--- config.mk ---
export PLATFORM = sky130hd
export DESIGN_NAME = bcd_to_bin_entry
export DESIGN_NICKNAME = d
export VERILOG_FILES = /design/src/rtl/bcd_to_bin_entry.sv
export SDC_FILE = /design/constraint.sdc
export NUM_CORES = 1
export LEC_CHECK = 0
export CORE_AREA = 4 4 49 60
export CTS_CLUSTER_SIZE = 8
export DETAILED_ROUTE_END_ITERATION = 6
export DIE_AREA = 0 0 53 64
export PLACE_DENSITY = 0.75
export REMOVE_ABC_BUFFERS = 1
export SYNTH_ARGS = -nofsm -noshare
export SYNTH_HDL_FRONTEND = slang
export SYNTH_SLANG_ARGS = --single-unit
--- constraint.sdc ---
create_clock -name CLOCK_50 -period 1.5 [get_ports CLOCK_50]
set_input_delay 0.3 -clock CLOCK_50 [delete_from_list [all_inputs] [get_ports CLOCK_50]]
set_output_delay 0.3 -clock CLOCK_50 [all_outputs]
set_load 0.05 [all_outputs]
--- src/rtl/bcd_to_bin_entry.sv ---
// bcd_to_bin_entry: two-digit BCD to 7-bit binary converter using reverse
// double-dabble. A conversion takes seven shift cycles, then one done cycle.
// START_EDGE = 0 accepts start as a level in IDLE; 1 accepts only its rising edge.
// Optional feature macro: BCD_RANGE_CHECK_EN. When it is defined, a request
// with a digit above 9 takes a one-cycle path to DONE and reports bin=0, err=1.
//
// state | meaning
// IDLE  | waiting for an accepted start; outputs hold the last result
// SHIFT | one reverse double-dabble iteration per cycle (busy high)
// DONE  | result valid, done high for this single cycle
module bcd_to_bin_entry #(
  parameter int START_EDGE = 0
) (
  input  logic       CLOCK_50,
  input  logic       KEY0,
  input  logic       start,
  input  logic [3:0] bcd_dezena,
  input  logic [3:0] bcd_unidade,
  output logic       busy,
  output logic       done,
  output logic [6:0] bin,
  output logic       err
);

  typedef enum logic [1:0] {IDLE, SHIFT, DONE} state_t;

  state_t      state_q, state_nxt;
  logic [7:0]  bcd_q, bcd_nxt;
  logic [6:0]  work_q, work_nxt;
  logic [2:0]  cnt_q, cnt_nxt;
  logic [6:0]  bin_q, bin_nxt;
  logic        start_q;
  logic        accept;
  logic [14:0] shifted;
  logic [3:0]  hi_sh, lo_sh;
  logic [7:0]  bcd_fix;

`ifdef BCD_RANGE_CHECK_EN
  logic        inv_q, inv_nxt;
  logic        err_q, err_nxt;
`endif

  // Level or rising-edge qualification of the request.
  assign accept = (START_EDGE != 0) ? (start & ~start_q) : start;

  // One iteration: shift {bcd, work} right, then correct nibbles that reached 8.
  assign shifted = {bcd_q, work_q} >> 1;
  assign hi_sh   = shifted[14:11];
  assign lo_sh   = shifted[10:7];
  assign bcd_fix = {(hi_sh >= 4'd8) ? (hi_sh - 4'd3) : hi_sh,
                    (lo_sh >= 4'd8) ? (lo_sh - 4'd3) : lo_sh};

  // Next-state and datapath update; everything holds unless a state acts on it.
  always_comb begin
    state_nxt = state_q;
    bcd_nxt   = bcd_q;
    work_nxt  = work_q;
    cnt_nxt   = cnt_q;
    bin_nxt   = bin_q;
`ifdef BCD_RANGE_CHECK_EN
    inv_nxt   = inv_q;
    err_nxt   = err_q;
`endif
    case (state_q)
      IDLE: begin
        if (accept) begin
          bcd_nxt   = {bcd_dezena, bcd_unidade};
          work_nxt  = '0;
          cnt_nxt   = '0;
`ifdef BCD_RANGE_CHECK_EN
          inv_nxt   = (bcd_dezena > 4'd9) || (bcd_unidade > 4'd9);
`endif
          state_nxt = SHIFT;
        end
      end
      SHIFT: begin
`ifdef BCD_RANGE_CHECK_EN
        if (inv_q) begin
          bin_nxt   = '0;
          err_nxt   = 1'b1;
          state_nxt = DONE;
        end else
`endif
        begin
          bcd_nxt  = bcd_fix;
          work_nxt = shifted[6:0];
          cnt_nxt  = cnt_q + 3'd1;
          if (cnt_q == 3'd6) begin
            bin_nxt   = shifted[6:0];
`ifdef BCD_RANGE_CHECK_EN
            err_nxt   = 1'b0;
`endif
            state_nxt = DONE;
          end
        end
      end
      DONE:    state_nxt = IDLE;
      default: state_nxt = IDLE;
    endcase
  end

  // FSM state register.
  always_ff @(posedge CLOCK_50 or negedge KEY0) begin
    if (!KEY0) state_q <= IDLE;
    else       state_q <= state_nxt;
  end

  // Datapath registers and start edge-detect history.
  always_ff @(posedge CLOCK_50 or negedge KEY0) begin
    if (!KEY0) begin
      bcd_q   <= '0;
      work_q  <= '0;
      cnt_q   <= '0;
      bin_q   <= '0;
      start_q <= 1'b0;
`ifdef BCD_RANGE_CHECK_EN
      inv_q   <= 1'b0;
      err_q   <= 1'b0;
`endif
    end else begin
      bcd_q   <= bcd_nxt;
      work_q  <= work_nxt;
      cnt_q   <= cnt_nxt;
      bin_q   <= bin_nxt;
      start_q <= start;
`ifdef BCD_RANGE_CHECK_EN
      inv_q   <= inv_nxt;
      err_q   <= err_nxt;
`endif
    end
  end

  assign busy = (state_q == SHIFT);
  assign done = (state_q == DONE);
  assign bin  = bin_q;
`ifdef BCD_RANGE_CHECK_EN
  assign err  = err_q;
`else
  assign err  = 1'b0;
`endif

endmodule

==> summary.md, run 1 <==
| Metric | Value |
|---|---|
| Status | complete, no violations |
| Unique masters post-synth | 27 |
| Clk_lat worst skew | 0.32 ns |
| DP Area | 1490 um^2 |
| Fin area | 1560 um^2 |
| Port Buffers | 19 |
| Io pins | 21 |
| DRT Wirelength | 2070 um |
| Ratio of cells with drive above 1 in the final layout | 0.256 |
| Vias | 777 |
| Fin cells | 154 |
| Sw frac | 0.385 |
| Hold Violations, Final | 0 |
| Max Fclk | 701 MHz |
| Antenna violations before repair | 0 |
| Multi-input gate area in the final layout | 453 um^2 |
| Synthesized flop and latch total | 26 |
| GRT busiest layer | met2 |
| Crit path capture type | primary output |
| Clock tree buffer depth | 2 |
| Req. time, crit path | 1.20 ns |
| Post-Synth XOR/XNOR Area | 0.0152 |
| Total congestion overflow | 0 |
| Min Tclk post-route | 1.43 ns |
| Final ANT Viol Nets | 0 |
| Met2 Use GR | 0.242 |
| Synth Instances | 95 |
| Met3 Use GR | 0.0280 |
| Synth-to-layout area growth | 35.5% |
| Die ar. | 3390 um^2 |
| Initial Util | 0.475 |
| Drt wl/cell | 13.4 um |
| Detailed Routing Iterations Pass 1 | 4 |
| HP Class | in2async |
| Vias in the first global route | 832 |
| Core Rows | 20 |
| Pint | 2.15 mW |
| Compound-Gate Fraction of Synth Area | 0.140 |
| Die Span Y | 64 um |
| P per Cell Area | 2240 nW/um^2 |
| CTS Hold Bufs | 0 |
| Die width | 53 um |
| Syn Area/Cell | 12.1 um^2 |
| R2R setup slack | 0.10 ns |
| Hpwl dp | 1610 um |
| Fillers | 197 |
| CP max stage cell | dfrtp_1 |
| Root buf cell | clkbuf_4 |
| NumNets Final | 137 |
| Final worst slack | 0.0743 ns |
| Placed Cells | 148 |
| Worst-path maximum fanout | 5 |
| Post-Synth Simple-Gate Area | 0.0727 |
| Seq/Total Area, Yosys | 0.564 |
| Largest net degree at the start of global routing | 27 |
| RSZ-0062 raised after global routing | no |
| DRT iter0 DRCs | 10 |
| Clock sink count | 26 |
| Reg area | 651 um^2 |
| Gr usage total | 0.142 |
| Clk pwr share | 0.137 |
| Lkg Pwr | 0.745 nW |
| Crit path DAT | 1.13 ns |
| CP Cell Sequence | nor2b_2 > buf_12 |
| Placement Setup Slack | -0.000735 ns |
| First-pass GRT wire length | 3660 um |
| CP Launch Type | register |
| Clock Skew | 0.00914 ns |
| YS warnings | 0 |
| Synthesized area | 1150 um^2 |
| M1 GR Usage | 0.178 |
| Multiplexer share of the synthesized area | 0.112 |
| Comb power frac | 0.490 |
| Inserted Diodes | 0 |
| Crit Path Class | reg2out |
| GP Congestion | 0.720 |
| Final setup fails | 0 |
| CP max stage delay | 0.48 ns |
| Final period util | 0.950 |
| # Max-Cap Violations | 0 |
| Post-Synth Adder-Cell Area | 0.0434 |
| Design Power | 3.50 mW |
| Core area | 2430 um^2 |
| Num CTS Buffers | 3 |
| H-Tree Depth | 1 |
| Worst VDD drop | 1.40 mV |
| P_sw | 1.35 mW |
| Seq pwr share | 0.373 |
| Largest family of logic cells by synthesized area | compound AO/OA/AOI/OAI gates |
| Clk slew on worst S/H paths | 0.15 ns |
| Vias per std cell | 5.05 |
| CTS tree | built |
| Drt drc | 0 |
| Final slew viol count | 0 |
[cells in the mapped netlist (all sizes together)]
cell type / number / area share
xnor2: 1 / 0.0076
mux2: 7 / 0.068
a21o: 1 / 0.0065
xor2: 1 / 0.0076
o21bai: 1 / 0.0065
inv: 8 / 0.028
ha: 4 / 0.043
a21oi: 2 / 0.0087
conb: 1 / 0.0033
a31oi: 1 / 0.0054
a22oi: 1 / 0.0065
nand3: 1 / 0.015
dfrtp: 26 / 0.56
nand2: 9 / 0.029
nand2b: 1 / 0.0076
a221oi: 1 / 0.0076
o211a: 1 / 0.0087
nor2: 1 / 0.0033
buf: 4 / 0.022
mux2i: 5 / 0.043
nor3b: 1 / 0.0065
o31ai: 1 / 0.0065
o21ai: 7 / 0.030
nor2b: 2 / 0.011
a22o: 7 / 0.053
[worst max-delay path, delay by kind of cell, from the launching register on]
kind,cells,cell delay (ns)
simple gates,1,0.18
buf+inv,1,0.15
flops,1,0.48
[stage by stage]
stage               utilization  hold WS, ns   TNS [ns]
floorplan                     -      0.00441     -0.836
global placement          0.613        0.475          0
detailed placement        0.613        0.502  -0.000735
CTS                       0.641        0.322          0
global route              0.644        0.352          0
finish                    0.644        0.318          0
[layer usage]
metal / vias up / wire length [um]
met5: - / 0
met4: 0 / 14
met3: 2 / 86
li1: 377 / -
met2: 16 / 1100
met1: 382 / 865
[repair_timing]
action | 4_1_cts | 5_1_grt
endpoints found under the setup margin | 1 | 2
buffers inserted | 2 | 0
gates resized for setup | 0 | 2
[flip-flops by register name, summed over array words and instances, names as in the netlist]
register	cells
cnt_q	3
bin	7
bcd_q	8
work_q	6
state_q	2
[cell type report]
cell class,instances,share of cell area
timing repair buffer,26,0.213
multi-input combinational,57,0.290
tap,33,0.0264
inverter,8,0.0208
sequential,26,0.416
clock buffer,3,0.0144
clock inverter,1,0.0192
[power groups by stage]
| stage | clock (mW) | sequential, mW | combinational (mW) |
|---|---|---|---|
| after floorplan | 0 | 1.49 | 0.754 |
| after global placement | 0 | 1.30 | 1.64 |
| after detailed placement | 0 | 1.32 | 1.70 |
| after CTS | 0.486 | 1.30 | 1.73 |
| after global routing | 0.507 | 1.35 | 1.85 |
| final | 0.480 | 1.31 | 1.72 |
[cells in the final DEF (no fill, tap or decap), drive strengths merged]
cell and count:
dfrtp 26, buf 16, clkdlybuf4s50 10, nand2 9
inv 8, a22o 7, o21ai 7, mux2 7
mux2i 5, ha 4, clkbuf 3, a21oi 2
nor2b 2, nand2b 1, o21bai 1, a31oi 1
nor3b 1, a21o 1, a221oi 1, nand3 1
xnor2 1, a22oi 1, o211a 1, nor2 1
o31ai 1, xor2 1, conb 1, bufinv 1
[final timing paths]
path	from	end	cells after the start
max in group asynchronous	KEY0	bin[1]$_DFFE_PN0P_	2
setup / recovery	state_q[0]$_DFFE_PN0P_	done	2
min in group CLOCK_50	bcd_q[5]$_DFFE_PN0P_	bcd_q[5]$_DFFE_PN0P_	2
hold / removal	KEY0	work_q[5]$_DFFE_PN0P_	2
setup reg to reg	state_q[0]$_DFFE_PN0P_	bin[3]$_DFFE_PN0P_	5
hold reg to reg	bcd_q[5]$_DFFE_PN0P_	bcd_q[5]$_DFFE_PN0P_	2
[kinds of logic after synthesis]
logic type / count (synthesis)
flops: 26
compound gates: 23
simple gates: 15
mux: 12
buf+inv: 12
fa+ha+maj: 4
xor+xnor: 2
other cells: 1
Note: power is estimated with default switching activity, not from simulation.
==> inputs of run 2 (changes only) <==
- CORE_AREA: 4 4 49 60 -> 3 3 47 58
- DIE_AREA: 0 0 53 64 -> 0 0 50 61
- DONT_BUFFER_PORTS: not set -> 1
- PLACE_DENSITY: 0.75 -> 0.65
==> summary.md, run 2 (synthesized netlist as in run 1, its figures left out) <==
| Metric | Value |
|---|---|
| Crit path DAT | 1.17 ns (was 1.13 ns) |
| Synth-to-layout area growth | 11.8% (was 35.5%) |
| Final setup fails | 0 (unchanged) |
| Worst slew margin | 0.639 |
| Hpwl dp | 1280 um (was 1610 um) |
| CP endpoint | busy (was done) |
| Worst VDD drop | 1.30 mV (was 1.40 mV) |
| Clk pwr share | 0.118 (was 0.137) |
| Critical path origin | state_q[1]$_DFFE_PN0P_ (was state_q[0]$_DFFE_PN0P_) |
| Drt drc | 0 (unchanged) |
| R2R setup slack | 0.07 ns (was 0.10 ns) |
| Core Rows | 19 (was 20) |
| Drt wl/cell | 13.9 um (was 13.4 um) |
| Root buf cell | clkbuf_4 (unchanged) |
| Initial Util | 0.511 (was 0.475) |
| Comb power frac | 0.346 (was 0.490) |
| DRT Wirelength | 1860 um (was 2070 um) |
| HP Class | in2reg (was in2async) |
| # Max-Cap Violations | 0 (unchanged) |
| GP Congestion | 0.764 (was 0.720) |
| Worst-path maximum fanout | 5 (unchanged) |
| Sw frac | 0.423 (was 0.385) |
| NumNets Final | 119 (was 137) |
| Clock Skew | 0.00261 ns (was 0.00914 ns) |
| Ratio of cells with drive above 1 in the final layout | 0.204 (was 0.256) |
| Clock tree buffer depth | 2 (unchanged) |
| Worst Reg-to-Reg Cells | 5 (unchanged) |
| Final period util | 0.982 (was 0.950) |
| Vias in the first global route | 681 (was 832) |
| Die width | 50 um (was 53 um) |
| R2r endpoint | bin[0]$_DFFE_PN0P_ (was bin[3]$_DFFE_PN0P_) |
| Clk_lat worst skew | 0.31 ns (was 0.32 ns) |
| Max Fclk | 679 MHz (was 701 MHz) |
| Vias | 679 (was 777) |
| Crit path capture type | primary output (unchanged) |
| Largest register by flop count | bcd_q (unchanged) |
| Fin area | 1290 um^2 (was 1560 um^2) |
| Final ANT Viol Nets | 0 (unchanged) |
| Largest net degree at the start of global routing | 27 (unchanged) |
| CP Launch Type | register (unchanged) |
| Req. time, crit path | 1.20 ns (about the same) |
| DP Area | 1200 um^2 (was 1490 um^2) |
| Most frequent cells in the layout | dfrtp_1, nand2_1 (was dfrtp_1, clkdlybuf4s50_1, nand2_1, buf_12) |
| Port Buffers | 0 (was 19) |
| Core area | 2260 um^2 (was 2430 um^2) |
| Gr usage total | 0.135 (was 0.142) |
| Lkg Pwr | 0.630 nW (was 0.745 nW) |
| DRT iter0 DRCs | 17 (was 10) |
| Antenna violations before repair | 0 (unchanged) |
| Final core occ | 0.571 (was 0.644) |
| CTS tree | built (unchanged) |
| Leading cell type in the layout, fill and taps excluded | dfrtp_1 (unchanged) |
| Die ar. | 3050 um^2 (was 3390 um^2) |
| H-Tree Depth | 1 (unchanged) |
| Crit Path Class | reg2out (unchanged) |
| Seq pwr share | 0.536 (was 0.373) |
| R2r startpoint | state_q[1]$_DFFE_PN0P_ (was state_q[0]$_DFFE_PN0P_) |
| Detailed Routing Iterations Pass 1 | 3 (was 4) |
| Final slew viol count | 0 (unchanged) |
| Design Power | 2.86 mW (was 3.50 mW) |
| Vias per std cell | 5.07 (was 5.05) |
| Die Span Y | 61 um (was 64 um) |
| RSZ-0062 raised after global routing | yes (was no) |
| Status | complete, no violations (unchanged) |
| First-pass GRT wire length | 3000 um (was 3660 um) |
| P_sw | 1.21 mW (was 1.35 mW) |
| Hold Violations, Final | 0 (unchanged) |
| Num CTS Buffers | 3 (unchanged) |
| Clock sink count | 26 (unchanged) |
| Max reg flops | 8 (unchanged) |
| Tightest Pin Transition | 0.540 ns |
| Min Tclk post-route | 1.47 ns (was 1.43 ns) |
| Pint | 1.65 mW (was 2.15 mW) |
| P per Cell Area | 2220 nW/um^2 (was 2240 nW/um^2) |
| Clk slew on worst S/H paths | 0.13 ns (was 0.15 ns) |
| Total congestion overflow | 0 (unchanged) |
| Io pins | 21 (unchanged) |
| Inserted Diodes | 0 (unchanged) |
==> run 2: cell types whose count changed in the layout (fill, tap and decap cells not counted), sizes merged <==
cell,delta
clkbuf,+1
clkdlybuf4s50,-10
bufinv,-1
dlygate4sd3,+1
buf,-9
==> run 2: metal layers <==
layer,global-route usage,routed length [um],up-vias,part of all wire
met2,0.233,900,13,0.48
met4,0.0830,41,0,0.022
li1,-,-,343,-
met1,0.148,841,319,0.45
met5,0,0,-,0
met3,0.0393,78,4,0.042
==> run 2: power groups by stage <==
stage / Clock [mW] / Combinational (mW) / Sequential (mW)
finish: 0.337 / 0.991 / 1.54
detailed placement: 0 / 0.931 / 1.56
global placement: 0 / 0.913 / 1.55
floorplan: 0 / 0.754 / 1.49
CTS: 0.356 / 1.01 / 1.54
global route: 0.385 / 1.11 / 1.58
==> run 2: stage by stage <==
stage / hold slack [ns] / TNS (ns) / setup slack (ns) / std cells
floorplan: 0.00441 / -0.836 / -0.109 / 91
global placement: 0.00533 / 0 / 0.187 / 126
detailed placement: 0.00510 / 0 / 0.158 / 126
CTS: 0.105 / 0 / 0.0113 / 134
global route: 0.101 / -0.138 / -0.0534 / 134
finish: 0.117 / 0 / 0.0272 / 134
==> run 2: final cells by class <==
cell class | instances | area, um^2
fillers | 204 | 968
clock buffers | 4 | 36.3
inverters | 8 | 32.5
repair buffers | 8 | 86.3
multi-input cells | 57 | 445
flip-flops and latches | 26 | 651
well taps | 31 | 38.8
==> run 2: critical path: stages (launching register included) <==
cell	delay (ns)
dfrtp_1	0.41
nand2b_2	0.23
inv_4	0.08
buf_8	0.14
==> run 2: worst min path at each step <==
stage	from	cells after the start	slack, ns	end
floorplan	KEY0	0	0.004	bcd_q[0]$_DFFE_PN0P_
global placement	KEY0	0	0.005	bin[6]$_DFFE_PN0P_
detailed placement	KEY0	0	0.005	bin[6]$_DFFE_PN0P_
CTS	bcd_unidade[3]	2	0.10	bcd_q[3]$_DFFE_PN0P_
global route	bcd_dezena[3]	1	0.10	bcd_q[7]$_DFFE_PN0P_
finish	bcd_unidade[3]	2	0.12	bcd_q[3]$_DFFE_PN0P_
==> run 2: what timing repair did <==
| item | in CTS | in global routing |
|---|---|---|
| setup endpoints to repair | 1 | 9 |
| gates resized for setup | 2 | 1 |
| hold endpoints to repair | 26 | 0 |
| hold buffers | 2 | 0 |
| setup buffers | 2 | 0 |
==> inputs of run 3 (changes only) <==
- GPL_ROUTABILITY_DRIVEN: not set -> 0
==> results of run 3 <==
Final layout, timing and power as in run 2 (identical DEF).
